`src/rtl/uart_pkg.sv`:
```
// Shared types and helpers for the oversampling UART receiver with receive FIFO.
// Holds the receiver state enum, the baud divider calculation and counter width helper.
package uart_pkg;

  typedef enum logic [2:0] {
    ST_IDLE,
    ST_START,
    ST_DATA,
    ST_PARITY,
    ST_STOP
  } rx_state_e;

  // Rounded divide so that e.g. 50 MHz / (9600 * 16) gives 326, not 325.
  function automatic int tick_div(input int f_clock, input int baudrate, input int sampling);
    int den;
    den = baudrate * sampling;
    return (f_clock + den / 2) / den;
  endfunction

  function automatic int cnt_width(input int n);
    return (n <= 2) ? 1 : $clog2(n);
  endfunction

endpackage

```
`src/rtl/baud_tick_gen.sv`:
```
// Free-running oversampling tick: one-cycle pulse every round(F_CLOCK/(BAUDRATE*SAMPLING)) clocks.
module baud_tick_gen
  import uart_pkg::*;
#(
  parameter int F_CLOCK  = 50_000_000,
  parameter int BAUDRATE = 9600,
  parameter int SAMPLING = 16
) (
  input  logic i_clk,
  input  logic i_reset,
  output logic o_tick
);

  localparam int DIV = tick_div(F_CLOCK, BAUDRATE, SAMPLING);
  localparam int CW  = cnt_width(DIV);

  logic [CW-1:0] cnt_q;

  // NOTE: state registers use non-blocking assignments so every flop samples pre-edge values.
  always_ff @(posedge i_clk) begin
    if (i_reset) begin
      cnt_q <= '0;
    end else if (cnt_q == CW'(DIV - 1)) begin
      cnt_q <= '0;
    end else begin
      cnt_q <= cnt_q + 1'b1;
    end
  end

  assign o_tick = (cnt_q == CW'(DIV - 1));

endmodule

```
`src/rtl/uart_rx_fifo.sv`:
```
// UART receiver (start/data/[parity]/stop FSM) feeding a first-word-fall-through FIFO.
// Parity bit checking is compiled in when UART_RX_PARITY_EN is defined.
module uart_rx_fifo
  import uart_pkg::*;
#(
  parameter int N_BITS     = 8,
  parameter int F_CLOCK    = 50_000_000,
  parameter int BAUDRATE   = 9600,
  parameter int SAMPLING   = 16,
  parameter int STOP_BITS  = 1,
  parameter int FIFO_DEPTH = 8,
  parameter int PARITY_ODD = 0
) (
  input  logic                          i_clk,
  input  logic                          i_reset,
  input  logic                          i_rx,
  input  logic                          i_rd,
  input  logic                          i_err_clr,
  output logic [N_BITS-1:0]             o_data,
  output logic                          o_empty,
  output logic                          o_full,
  output logic [$clog2(FIFO_DEPTH):0]   o_level,
  output logic                          o_frame_err,
  output logic                          o_overrun,
  output logic                          o_parity_err
);

  localparam int   SW      = $clog2(SAMPLING);
  localparam int   NW      = $clog2(N_BITS);
  localparam int   AW      = $clog2(FIFO_DEPTH);
  localparam logic PAR_ODD = (PARITY_ODD != 0);

  logic tick;

  baud_tick_gen #(
    .F_CLOCK (F_CLOCK),
    .BAUDRATE(BAUDRATE),
    .SAMPLING(SAMPLING)
  ) u_tick (
    .i_clk  (i_clk),
    .i_reset(i_reset),
    .o_tick (tick)
  );

  // Two-flop synchroniser plus one history flop for falling-edge detection.
  logic rx_meta_q, rx_sync_q, rx_prev_q;

  always_ff @(posedge i_clk) begin
    if (i_reset) begin
      rx_meta_q <= 1'b1;
      rx_sync_q <= 1'b1;
      rx_prev_q <= 1'b1;
    end else begin
      rx_meta_q <= i_rx;
      rx_sync_q <= rx_meta_q;
      rx_prev_q <= rx_sync_q;
    end
  end

  rx_state_e         state_q;
  logic [SW-1:0]     s_q;
  logic [NW-1:0]     n_q;
  logic [N_BITS-1:0] shreg_q;
  logic              frame_bad_q, par_bad_q;
  logic              push_q, frame_ev_q, par_ev_q;

  always_ff @(posedge i_clk) begin
    if (i_reset) begin
      state_q     <= ST_IDLE;
      s_q         <= '0;
      n_q         <= '0;
      shreg_q     <= '0;
      frame_bad_q <= 1'b0;
      par_bad_q   <= 1'b0;
      push_q      <= 1'b0;
      frame_ev_q  <= 1'b0;
      par_ev_q    <= 1'b0;
    end else begin
      push_q     <= 1'b0;
      frame_ev_q <= 1'b0;
      par_ev_q   <= 1'b0;
      case (state_q)
        ST_IDLE: begin
          // Requiring a high-to-low transition keeps a held break from re-triggering.
          if (rx_prev_q && !rx_sync_q) begin
            state_q <= ST_START;
            s_q     <= '0;
          end
        end
        ST_START: begin
          if (tick) begin
            if (s_q == SW'(SAMPLING / 2 - 1)) begin
              s_q <= '0;
              n_q <= '0;
              state_q <= rx_sync_q ? ST_IDLE : ST_DATA;
            end else begin
              s_q <= s_q + 1'b1;
            end
          end
        end
        ST_DATA: begin
          if (tick) begin
            if (s_q == SW'(SAMPLING - 1)) begin
              s_q     <= '0;
              shreg_q <= {rx_sync_q, shreg_q[N_BITS-1:1]};
              if (n_q == NW'(N_BITS - 1)) begin
                n_q         <= '0;
                frame_bad_q <= 1'b0;
                par_bad_q   <= 1'b0;
`ifdef UART_RX_PARITY_EN
                state_q     <= ST_PARITY;
`else
                state_q     <= ST_STOP;
`endif
              end else begin
                n_q <= n_q + 1'b1;
              end
            end else begin
              s_q <= s_q + 1'b1;
            end
          end
        end
        ST_PARITY: begin
          if (tick) begin
            if (s_q == SW'(SAMPLING - 1)) begin
              s_q       <= '0;
              par_bad_q <= ((^{shreg_q, rx_sync_q}) != PAR_ODD);
              state_q   <= ST_STOP;
            end else begin
              s_q <= s_q + 1'b1;
            end
          end
        end
        ST_STOP: begin
          if (tick) begin
            if (s_q == SW'(SAMPLING - 1)) begin
              s_q <= '0;
              if (n_q == NW'(STOP_BITS - 1)) begin
                n_q        <= '0;
                state_q    <= ST_IDLE;
                push_q     <= !(frame_bad_q || !rx_sync_q) && !par_bad_q;
                frame_ev_q <= frame_bad_q || !rx_sync_q;
                par_ev_q   <= par_bad_q;
              end else begin
                frame_bad_q <= frame_bad_q || !rx_sync_q;
                n_q         <= n_q + 1'b1;
              end
            end else begin
              s_q <= s_q + 1'b1;
            end
          end
        end
        default: state_q <= ST_IDLE;
      endcase
    end
  end

  logic [AW:0]       wr_ptr_q, wr_ptr_d, rd_ptr_q, rd_ptr_d;
  logic [AW:0]       level;
  logic              empty, full, pop, wr_en;
  logic              frame_err_q, frame_err_d, overrun_q, overrun_d, par_err_q, par_err_d;
  logic [N_BITS-1:0] mem_q [FIFO_DEPTH];

  assign level = wr_ptr_q - rd_ptr_q;
  assign empty = (level == '0);
  assign full  = level[AW];

  // NOTE: every always_comb output gets a default first so no path can infer a latch.
  always_comb begin
    wr_ptr_d = wr_ptr_q;
    rd_ptr_d = rd_ptr_q;
    pop      = i_rd && !empty;
    wr_en    = push_q && (!full || pop);
    if (pop)   rd_ptr_d = rd_ptr_q + 1'b1;
    if (wr_en) wr_ptr_d = wr_ptr_q + 1'b1;
    // A new error event outranks a simultaneous clear.
    frame_err_d = frame_ev_q || (frame_err_q && !i_err_clr);
    par_err_d   = par_ev_q || (par_err_q && !i_err_clr);
    overrun_d   = (push_q && full && !pop) || (overrun_q && !i_err_clr);
  end

  always_ff @(posedge i_clk) begin
    if (i_reset) begin
      wr_ptr_q    <= '0;
      rd_ptr_q    <= '0;
      frame_err_q <= 1'b0;
      par_err_q   <= 1'b0;
      overrun_q   <= 1'b0;
    end else begin
      wr_ptr_q    <= wr_ptr_d;
      rd_ptr_q    <= rd_ptr_d;
      frame_err_q <= frame_err_d;
      par_err_q   <= par_err_d;
      overrun_q   <= overrun_d;
    end
  end

  // NOTE: storage has no reset; the pointers alone define which entries are valid.
  always_ff @(posedge i_clk) begin
    if (wr_en) mem_q[wr_ptr_q[AW-1:0]] <= shreg_q;
  end

  assign o_data       = empty ? '0 : mem_q[rd_ptr_q[AW-1:0]];
  assign o_empty      = empty;
  assign o_full       = full;
  assign o_level      = level;
  assign o_frame_err  = frame_err_q;
  assign o_overrun    = overrun_q;
  assign o_parity_err = par_err_q;

endmodule

```
`config.mk`:
```
export PLATFORM = sky130hd
export DESIGN_NAME = uart_rx_fifo
export DESIGN_NICKNAME = d
export VERILOG_FILES = /design/src/rtl/uart_pkg.sv /design/src/rtl/baud_tick_gen.sv /design/src/rtl/uart_rx_fifo.sv
export SDC_FILE = /design/constraint.sdc
export NUM_CORES = 1
export LEC_CHECK = 0
export ABC_CLOCK_PERIOD_IN_PS = 3150
export BUFFER_PORTS_ARGS = -buffer_cell sky130_fd_sc_hd__clkbuf_2
export CORE_MARGIN = 10
export CORE_UTILIZATION = 50
export CTS_BUF_LIST = sky130_fd_sc_hd__clkbuf_2 sky130_fd_sc_hd__clkbuf_4 sky130_fd_sc_hd__clkbuf_8
export DETAILED_ROUTE_END_ITERATION = 12
export PLACE_DENSITY = 0.75
export SLEW_MARGIN = 0
export SYNTH_ARGS = -nofsm -noshare
export SYNTH_HDL_FRONTEND = slang
export SYNTH_SLANG_ARGS = --single-unit
```
`constraint.sdc`:
```
create_clock -name i_clk -period 3.15 [get_ports i_clk]
set_clock_uncertainty 0.15 [all_clocks]
set_input_delay 0.315 -clock i_clk [delete_from_list [all_inputs] [get_ports i_clk]]
set_output_delay 0.315 -clock i_clk [all_outputs]
set_load 0.02 [all_outputs]
```
### Word-level counts from Yosys, hierarchy flattened

Memory sizes are Yosys's and may differ from the RTL's. A register that Yosys moved wholly into a read port is not among the register bits.
Index checks and enable logic that the tools add are counted.
W data, S select, Z words.

* register bits after elaboration: 46
* RAM bits: 64
* bits of input ports: 5
* word-level logic and storage cells: 131
* memories: 1

Memory list
* mem_q: depth 8, bits a word 8, rd ports 1, clocked after memory_dff 1, wr ports 1, RTL line uart_rx_fifo.sv:162 `logic [N_BITS-1:0] mem_q [FIFO_DEPTH];`

* add/sub/neg operators: 6
* eq/ne operators: 21
* multiplexer cells: 43
* bitwise operators: 4
* reduce and logical (&&, ||, !) cells: 38

Operator list (count)
* $mux W3: 21
* $ne A2 B2 Y1 const B: 12
* $mux W4: 5
* $pmux W3 S5: 1
* $reduce_and A7 Y1: 2
* $add A4 B1 Y4 const B: 3
* $pmux W4 S3: 1
* $reduce_and A11 Y1: 1
* $mux W1: 10
* $add A9 B1 Y9 const B: 1
* $eq A9 B9 Y1 const B: 1
* $logic_and A1 B1 Y1: 9
* $pmux W3 S3: 1
* $reduce_xor A9 Y1: 1
* $mux W8: 1
* $logic_not A1 Y1: 7
* $eq A3 B2 Y1 const B: 2
* $eq A3 B3 Y1 const B: 2
* $logic_not A3 Y1: 2
* $reduce_and A6 Y1: 1
* $reduce_bool A3 Y1: 2
* $logic_or A1 B1 Y1: 5
* $reduce_or A5 Y1: 1
* $eq A4 B3 Y1 const B: 1
* 14 further kinds: 19

### Longest topological paths before layout

Gate-level depths: netlist of run 1.

* depth in word-level cells: 8
* mapped depth: 10
* mapped depth without buffers: 9

### By module

A second synthesis of run 1 with hierarchy kept.

* cell total of the unflattened synthesis: 407
* area total of the unflattened synthesis: 5012.3 um2

By module, submodules not included
* uart_rx_fifo: instances 1, cells an instance 363, area an instance 4616.9 um2, seq. area each 2722.6 um2
* baud_tick_gen: instances 1, cells an instance 44, area an instance 395.4 um2, seq. area each 180.2 um2

### Worst setup path before layout of run 1

No wires, ideal clock.

* path type: register to register
* start: register wr_ptr_q[0]
* end: memory mem_q[4][0] (enable)
* setup time: 398 ps
* arrival time: 2699 ps
* required time: 2602 ps
* setup slack: -97 ps
* cell stages (with the launch flop): 9
* path buffers: 2
* cell sequence: dfxtp_1 -> clkbuf_1 -> inv_1 -> ha_1 -> nand3b_1 -> o2111a_1 -> or3_1 -> buf_6 -> nor4b_1

* cells in the longest elaborated chain, start to end: 8

Ends and longest elaborated chain
* start: declaration: RTL line uart_rx_fifo.sv:158 `logic [AW:0] wr_ptr_q, wr_ptr_d, rd_ptr_q, rd_ptr_d;`
* start signal: assignment: RTL line uart_rx_fifo.sv:190 `wr_ptr_q <= wr_ptr_d;`
* $sub A4 B4 Y4: RTL line uart_rx_fifo.sv:164 `assign level = wr_ptr_q - rd_ptr_q;`
* $logic_not A4 Y1: RTL line uart_rx_fifo.sv:165 `assign empty = (level == '0);`
* $logic_not A1 Y1: RTL line uart_rx_fifo.sv:172 `pop = i_rd && !empty;`
* $logic_and A1 B1 Y1: RTL line uart_rx_fifo.sv:172
* $logic_or A1 B1 Y1: RTL line uart_rx_fifo.sv:173 `wr_en = push_q && (!full || pop);`
* $logic_and A1 B1 Y1: RTL line uart_rx_fifo.sv:173
* $mux W1: RTL line uart_rx_fifo.sv:200 `if (wr_en) mem_q[wr_ptr_q[AW-1:0]] <= shreg_q;`
* $mux W1 (implied by the code): RTL line uart_rx_fifo.sv:200
* end: declaration: RTL line uart_rx_fifo.sv:162

Parallel ways exist; a longest one is shown, timed or not.

### Worst setup path in the final report of run 1

* start: register wr_ptr_q[0]
* end: output port o_data[7]

* cells in the longest elaborated chain, start to end: 3

Ends and longest elaborated chain
* $sub A4 B4 Y4: RTL line uart_rx_fifo.sv:164
* $logic_not A4 Y1: RTL line uart_rx_fifo.sv:165
* $mux W8: RTL line uart_rx_fifo.sv:203 `assign o_data = empty ? '0 : mem_q[rd_ptr_q[AW-1:0]];`
* end: declaration: RTL line uart_rx_fifo.sv:19 `output logic [N_BITS-1:0] o_data,`

No other way between the ends.

==> results of run 1 <==
cell usage after synthesis, types with 2 or more instances:
| library cell | count | area share, % |
|---|---|---|
| a21oi_1 | 26 | 2.6 |
| nand3b_1 | 3 | 0.45 |
| ha_1 | 11 | 2.8 |
| o31a_1 | 2 | 0.35 |
| nor2_1 | 35 | 2.6 |
| mux4_2 | 16 | 7.2 |
| nand4_1 | 3 | 0.38 |
| and4bb_2 | 2 | 0.50 |
| xor2_1 | 8 | 1.4 |
| or2_2 | 3 | 0.38 |
| inv_1 | 18 | 1.4 |
| nand3_1 | 12 | 1.2 |
| o21ai_0 | 8 | 0.80 |
| nand2b_1 | 6 | 0.75 |
| mux2_2 | 2 | 0.45 |
| buf_6 | 2 | 0.45 |
| edfxtp_1 | 64 | 39 |
| nor4_1 | 3 | 0.38 |
| buf_1 | 3 | 0.23 |
| clkbuf_1 | 6 | 0.45 |
| a221oi_1 | 3 | 0.53 |
| xnor2_1 | 12 | 2.1 |
| nand2_1 | 35 | 2.6 |
| o31ai_1 | 2 | 0.30 |
| nor2b_1 | 2 | 0.25 |
| a21boi_0 | 2 | 0.30 |
| mux2i_1 | 10 | 2.0 |
| or3_1 | 4 | 0.50 |
| and3_1 | 7 | 0.88 |
| nor3b_1 | 3 | 0.45 |
| o22ai_1 | 2 | 0.25 |
| nor4b_1 | 3 | 0.53 |
| or4_1 | 2 | 0.30 |
| buf_2 | 5 | 0.50 |
| dfxtp_1 | 49 | 20 |
| nor3_1 | 6 | 0.60 |
cell type report:
cell class / count / area, um^2 / share of cell area, %
multi-input cells: 257 / 1960 / 34.0
well taps: 133 / 166 / 2.89
repair buffers: 34 / 208 / 3.60
inverters: 18 / 67.6 / 1.17
clock buffers: 17 / 234 / 4.06
flip-flops and latches: 113 / 2910 / 50.5
clock inverters: 15 / 218 / 3.78
repair_timing:
action / CTS / global route
hold endpoints to repair: 1 / 0
pin swaps: 0 / 2
resized for setup: 2 / 12
setup buffers: 0 / 2
hold buffers: 1 / 0
cloned: 0 / 1
endpoints found under the setup margin: 9 / 9
sequential cells by signal, indices dropped and copies added, names as in the netlist, 3 cells and up, named ones only:
| name | count |
|---|---|
| mem_q | 64 |
| n_q | 3 |
| rd_ptr_q | 4 |
| s_q | 4 |
| shreg_q | 8 |
| state_q | 3 |
| u_tick.cnt_q | 9 |
| wr_ptr_q | 4 |
through the flow:
step | setup slack (ps) | utilization (%)
after floorplan | 10.1 | -
after global placement | 330 | 54.0
after detailed placement | 192 | 54.0
after CTS | 5.59 | 58.8
after global routing | 1.12 | 59.2
final | 122 | 59.2
logic make-up after synthesis:
family	Yosys count	synth area share [%]
multiplexers	29	9.92
adder cells (fa/ha/maj)	12	3.16
AND/OR/NAND/NOR	138	14.7
flip-flops	113	58.3
XOR/XNOR	20	3.52
AO/OA/AOI/OAI	57	7.28
buffers and inverters	35	3.14
layer usage:
layer | part of all wire (%) | vias up | track usage [%]
met3 | 4.1 | 16 | 4.17
met5 | 0 | - | 0
li1 | - | 1565 | -
met1 | 42 | 1590 | 16.0
met4 | 1.3 | 0 | 5.20
met2 | 52 | 60 | 22.8
worst max-delay path, delay by kind of cell, from the launching register on:
| kind | cells | cell delay [ps] |
|---|---|---|
| simple gates | 3 | 770 |
| fa+ha+maj | 2 | 520 |
| flops | 1 | 370 |
| buf+inv | 3 | 290 |
| xor+xnor | 1 | 180 |
report_power, final:
group	total (uW)	switching, uW	internal, uW	leakage [uW]
sequential	1610	46.4	1570	0.000991
combinational	955	565	390	0.000817
clock	1530	641	889	0.000225
total	4100	1250	2850	0.00203
worst paths after layout:
kind	start	endpoint	slack, ps
min reg2reg	rx_meta_q	rx_sync_q	260
max	wr_ptr_q[0]	o_data[7]	120
min	i_err_clr	o_overrun	20
max reg2reg	wr_ptr_q[0]	register	450
==> flow_metrics.env, run 1 <==
export IMPL_initial_core_util_pct=51.2
export IMPL_track_usage_pct=13.6
export IMPL_cp_arrival_ps=2560
export IMPL_vias_per_cell=5.50
export IMPL_setup_viol=0
export IMPL_grt_max_degree=40
export IMPL_core_mm2=0.00973
export IMPL_clock_sinks=113
export IMPL_worst_path_max_fanout=7
export IMPL_hold_violations=0
export IMPL_setup_tns_ps=0
export IMPL_drive_gt1_share_pct=22.9
export IMPL_whs_ps=19.5
export IMPL_worst_hold_path_type="primary input to register"
export IMPL_critPathMaxStageDelay_ps=450
export IMPL_vias=3231
export IMPL_avgRoutedWirePerCell_um=15.8
export IMPL_dpl_hpwl_mm=6.25
export IMPL_clockBufferDepth=2
export IMPL_drc=0
export IMPL_die_h_um=120
export IMPL_wl_mm=9.25
export IMPL_rsz0062_at_grt="true"
export IMPL_fillCellCount=782
export IMPL_synth_avg_cell_area_um2=12.3
export IMPL_layout_common_cells="edfxtp_1, dfxtp_1, nand2_1, nor2_1, a21oi_1"
export IMPL_yosysWarnings=0
export IMPL_clk_insertion_delay_late_ps=420
export IMPL_fmax_ghz=0.330
export IMPL_timing_final_crit_share_pct=96.1
export IMPL_synthCells=404
export IMPL_synth_cell_area_mm2=0.00498
export IMPL_antenna_found_initial=0
export IMPL_cts_clk_slew_worst_paths_ps=70
export IMPL_die_area_mm2=0.0144
export IMPL_crit_path_start_kind="register"
export IMPL_drv_cap=0
export IMPL_grt_pass1_vias=3320
export IMPL_numPlacedInstances=551
export IMPL_total_leakage_power_uw=0.00203
export IMPL_dpl_cell_area_mm2=0.00525
export IMPL_worstMarginPinSlew_ps=906
export IMPL_slew_headroom_pct=38.0
export IMPL_crit_path_top_delay_cell="or3_4"
export IMPL_critical_path_cell_chain="inv_2 -> ha_1 -> inv_1 -> fa_1 -> xor2_1 -> or3_4 -> nor2_4 -> nor2_1 -> buf_2"
export IMPL_cts_root_buf="clkbuf_8"
export IMPL_final_area_mm2=0.00576
export IMPL_slew_violations=0
export IMPL_ys_types=60
export IMPL_ant_nets=0
export IMPL_areaGrowthSynthToFinish_pct=15.6
export IMPL_outcome="finished clean"
export IMPL_crit_path_end_kind="output port"
export IMPL_grt_overflow=0
export IMPL_rr_worst_depth=9
export IMPL_required_ps=2680
export IMPL_firstDrtPassIters=6
export IMPL_hold_depth=4
export IMPL_chipWidth_um=120
export IMPL_syn_nets=421
export IMPL_total_power_uw=4100
export IMPL_synthArstFlopShare_pct=0
export IMPL_drt_initial_drc_count=179
export IMPL_vdd_drop_max_v=0.000307
export IMPL_final_common_cell="edfxtp_1"
export IMPL_worstSetupPathType="register to output port"
export IMPL_antenna_cells=0
export IMPL_cts_made_buffers=17
export IMPL_nets=458
export IMPL_htree_num_levels=4
export IMPL_tritoncts="yes"
export IMPL_gp_congestion=0.855
export IMPL_grt_pass1_wl_mm=15.9
export IMPL_port_buffers=21
export IMPL_synth_top_flop_cell="edfxtp_1"
export IMPL_p_per_area_mw_per_mm2=711
export IMPL_fin_cells=587
export IMPL_synth_edff_count=64
export IMPL_boundaryPins=22
export IMPL_synth_seq_area_share_pct=58.3
export IMPL_ys_seq_elements=113
export IMPL_finalCriticalPeriod_ps=3030
export IMPL_rows=36
No activity file was read; power rests on OpenSTA's default activity.
==> inputs of run 2 (changes only) <==
--- a/config.mk
+++ b/config.mk
@@ -5,13 +5,14 @@
 export SDC_FILE = /design/constraint.sdc
 export NUM_CORES = 1
 export LEC_CHECK = 0
-export ABC_CLOCK_PERIOD_IN_PS = 3150
+export ABC_CLOCK_PERIOD_IN_PS = 3800
 export BUFFER_PORTS_ARGS = -buffer_cell sky130_fd_sc_hd__clkbuf_2
+export CAP_MARGIN = 30
 export CORE_MARGIN = 10
-export CORE_UTILIZATION = 50
+export CORE_UTILIZATION = 51
 export CTS_BUF_LIST = sky130_fd_sc_hd__clkbuf_2 sky130_fd_sc_hd__clkbuf_4 sky130_fd_sc_hd__clkbuf_8
 export DETAILED_ROUTE_END_ITERATION = 12
-export PLACE_DENSITY = 0.75
+export PLACE_DENSITY = 0.74
 export SLEW_MARGIN = 0
 export SYNTH_ARGS = -nofsm -noshare
 export SYNTH_HDL_FRONTEND = slang
==> constraint.sdc (replaced) <==
create_clock -name i_clk -period 3.8 [get_ports i_clk]
set_clock_uncertainty 0.15 [all_clocks]
set_input_delay 0.38 -clock i_clk [delete_from_list [all_inputs] [get_ports i_clk]]
set_output_delay 0.38 -clock i_clk [all_outputs]
set_load 0.02 [all_outputs]
==> flow_metrics.env, run 2 (synthesis gave the netlist of run 1 again) <==
export IMPL_vias_per_cell=5.43
export IMPL_required_ps=3270
export IMPL_wl_mm=9.08
export IMPL_clock_sinks=113
export IMPL_worst_path_max_fanout=9
export IMPL_cts_root_buf="clkbuf_8"
export IMPL_ant_nets=0
export IMPL_vdd_drop_max_v=0.000265
export IMPL_avgRoutedWirePerCell_um=15.6
export IMPL_die_area_mm2=0.0141
export IMPL_htree_num_levels=4
export IMPL_critPathTopFamily="simple AND/OR/NAND/NOR gates"
export IMPL_fmax_ghz=0.298
export IMPL_rsz0062_at_grt="false"
export IMPL_grt_pass1_wl_mm=15.3
export IMPL_cts_resized=0
export IMPL_grt_pass1_vias=3202
export IMPL_total_leakage_power_uw=0.00196
export IMPL_vias=3162
export IMPL_chipWidth_um=119
export IMPL_nets=453
export IMPL_drc=0
export IMPL_gp_congestion=0.822
export IMPL_p_per_area_mw_per_mm2=553
export IMPL_clockBufferDepth=2
export IMPL_fillCellCount=803
export IMPL_seqCellArea_mm2=0.00290
export IMPL_worstSetupPathType="register to output port"
export IMPL_drv_cap=0
export IMPL_dp_slack_ps=884
export IMPL_setup_tns_ps=0
export IMPL_drt_initial_drc_count=182
export IMPL_r2r_start="wr_ptr_q[0]"
export IMPL_antenna_found_initial=0
export IMPL_dpl_cell_area_mm2=0.00523
export IMPL_clk_insertion_delay_late_ps=420
export IMPL_crit_path_top_delay_cell="dfxtp_1"
export IMPL_critPathMaxStageDelay_ps=460
export IMPL_setup_ws_ps=450
export IMPL_cts_made_buffers=17
export IMPL_finalCriticalPeriod_ps=3350
export IMPL_critPathBufInv=3
export IMPL_track_usage_pct=13.3
export IMPL_setup_viol=0
export IMPL_largest_register_ffs=64
export IMPL_final_common_cell="edfxtp_1"
export IMPL_holdBufCountCts=1
export IMPL_outcome="finished clean"
export IMPL_critical_path_cell_chain="inv_1 -> ha_1 -> inv_1 -> fa_1 -> or3_1 -> nor2_2 -> nor2_1 -> clkbuf_2"
export IMPL_dpl_hpwl_mm=6.22
export IMPL_firstDrtPassIters=4
export IMPL_boundaryPins=22
export IMPL_layout_common_cells="edfxtp_1, dfxtp_1, nor2_1, nand2_1, a21oi_1"
export IMPL_multi_input_area_mm2=0.00192
export IMPL_areaGrowthSynthToFinish_pct=12.8
export IMPL_antenna_cells=0
export IMPL_port_buffers=21
export IMPL_timing_final_crit_share_pct=88.2
export IMPL_cts_clk_slew_worst_paths_ps=60
export IMPL_tritoncts="yes"
export IMPL_drive_gt1_share_pct=20.0
export IMPL_final_area_mm2=0.00562
export IMPL_die_h_um=119
export IMPL_core_mm2=0.00964
export IMPL_worst_hold_path_type="primary input to register"
export IMPL_cp_arrival_ps=2820
export IMPL_initial_core_util_pct=51.7
export IMPL_slew_violations=0
export IMPL_slew_headroom_pct=28.1
export IMPL_crit_path_start_kind="register"
export IMPL_post_cts_buffers=0
export IMPL_hp_start="i_err_clr"
export IMPL_rows=36
export IMPL_crit_path_end_kind="output port"
export IMPL_grt_max_degree=40
export IMPL_grt_overflow=0
export IMPL_crit_start="wr_ptr_q[0]"
export IMPL_cpMostUsedCell="inv_1"
export IMPL_worstMarginPinSlew_ps=1050
export IMPL_hold_violations=0
[run 2: cell types whose count changed in the layout (fill, tap and decap cells not counted), sizes merged]
cell,change
buf,-8
bufinv,-2
clkbuf,+5
clkinv,+4
clkinvlp,+5
inv,-8
nor2,-1
[run 2: power breakdown]
group,internal (uW),switching [uW],total (uW)
combinational,288,406,694
clock,584,474,1060
sequential,1300,55.9,1360
[run 2: area by class of cell]
cell class | count | area share (%)
Sequential cell | 113 | 51.7
Multi-Input combinational cell | 256 | 34.2
Clock buffer | 18 | 4.30
Timing Repair Buffer | 30 | 3.12
Tap cell | 133 | 2.96
Clock inverter | 14 | 2.52
Inverter | 18 | 1.20
[run 2: worst paths after layout]
check                endpoint  slack [ps]  cells after the start
setup / recovery    o_data[5]         450                      8
hold / removal      o_overrun          90                      4
setup reg to reg  mem_q[3][6]         960                      8
hold reg to reg     rx_sync_q         260                      1
[run 2: per-stage QoR]
stage | power (uW) | utilization, % | std cells | hold slack, ps
after floorplan | 1890 | - | 404 | 239
after global placement | 2070 | 54.2 | 549 | 245
after detailed placement | 2090 | 54.2 | 549 | 247
after CTS | 3140 | 58.3 | 582 | 70.4
after global routing | 3250 | 58.3 | 582 | 97.8
final | 3110 | 58.3 | 582 | 92.4
[run 2: worst reg2reg max path: stages (launching register included)]
cell and delay, ps:
dfxtp_1 460, inv_1 140, ha_1 230, nand3b_1 260, o2111a_1 220, nor3_1 440
nand2_1 170, nor3b_1 230, buf_4 230
[run 2: routing by layer]
metal | up-vias | track usage [%] | routed length, um | part of all wire (%)
met5 | - | 0 | 0 | 0
li1 | 1555 | - | - | -
met2 | 69 | 23.3 | 4710 | 52
met4 | 0 | 6.18 | 138 | 1.5
met3 | 15 | 3.40 | 399 | 4.4
met1 | 1523 | 14.8 | 3830 | 42
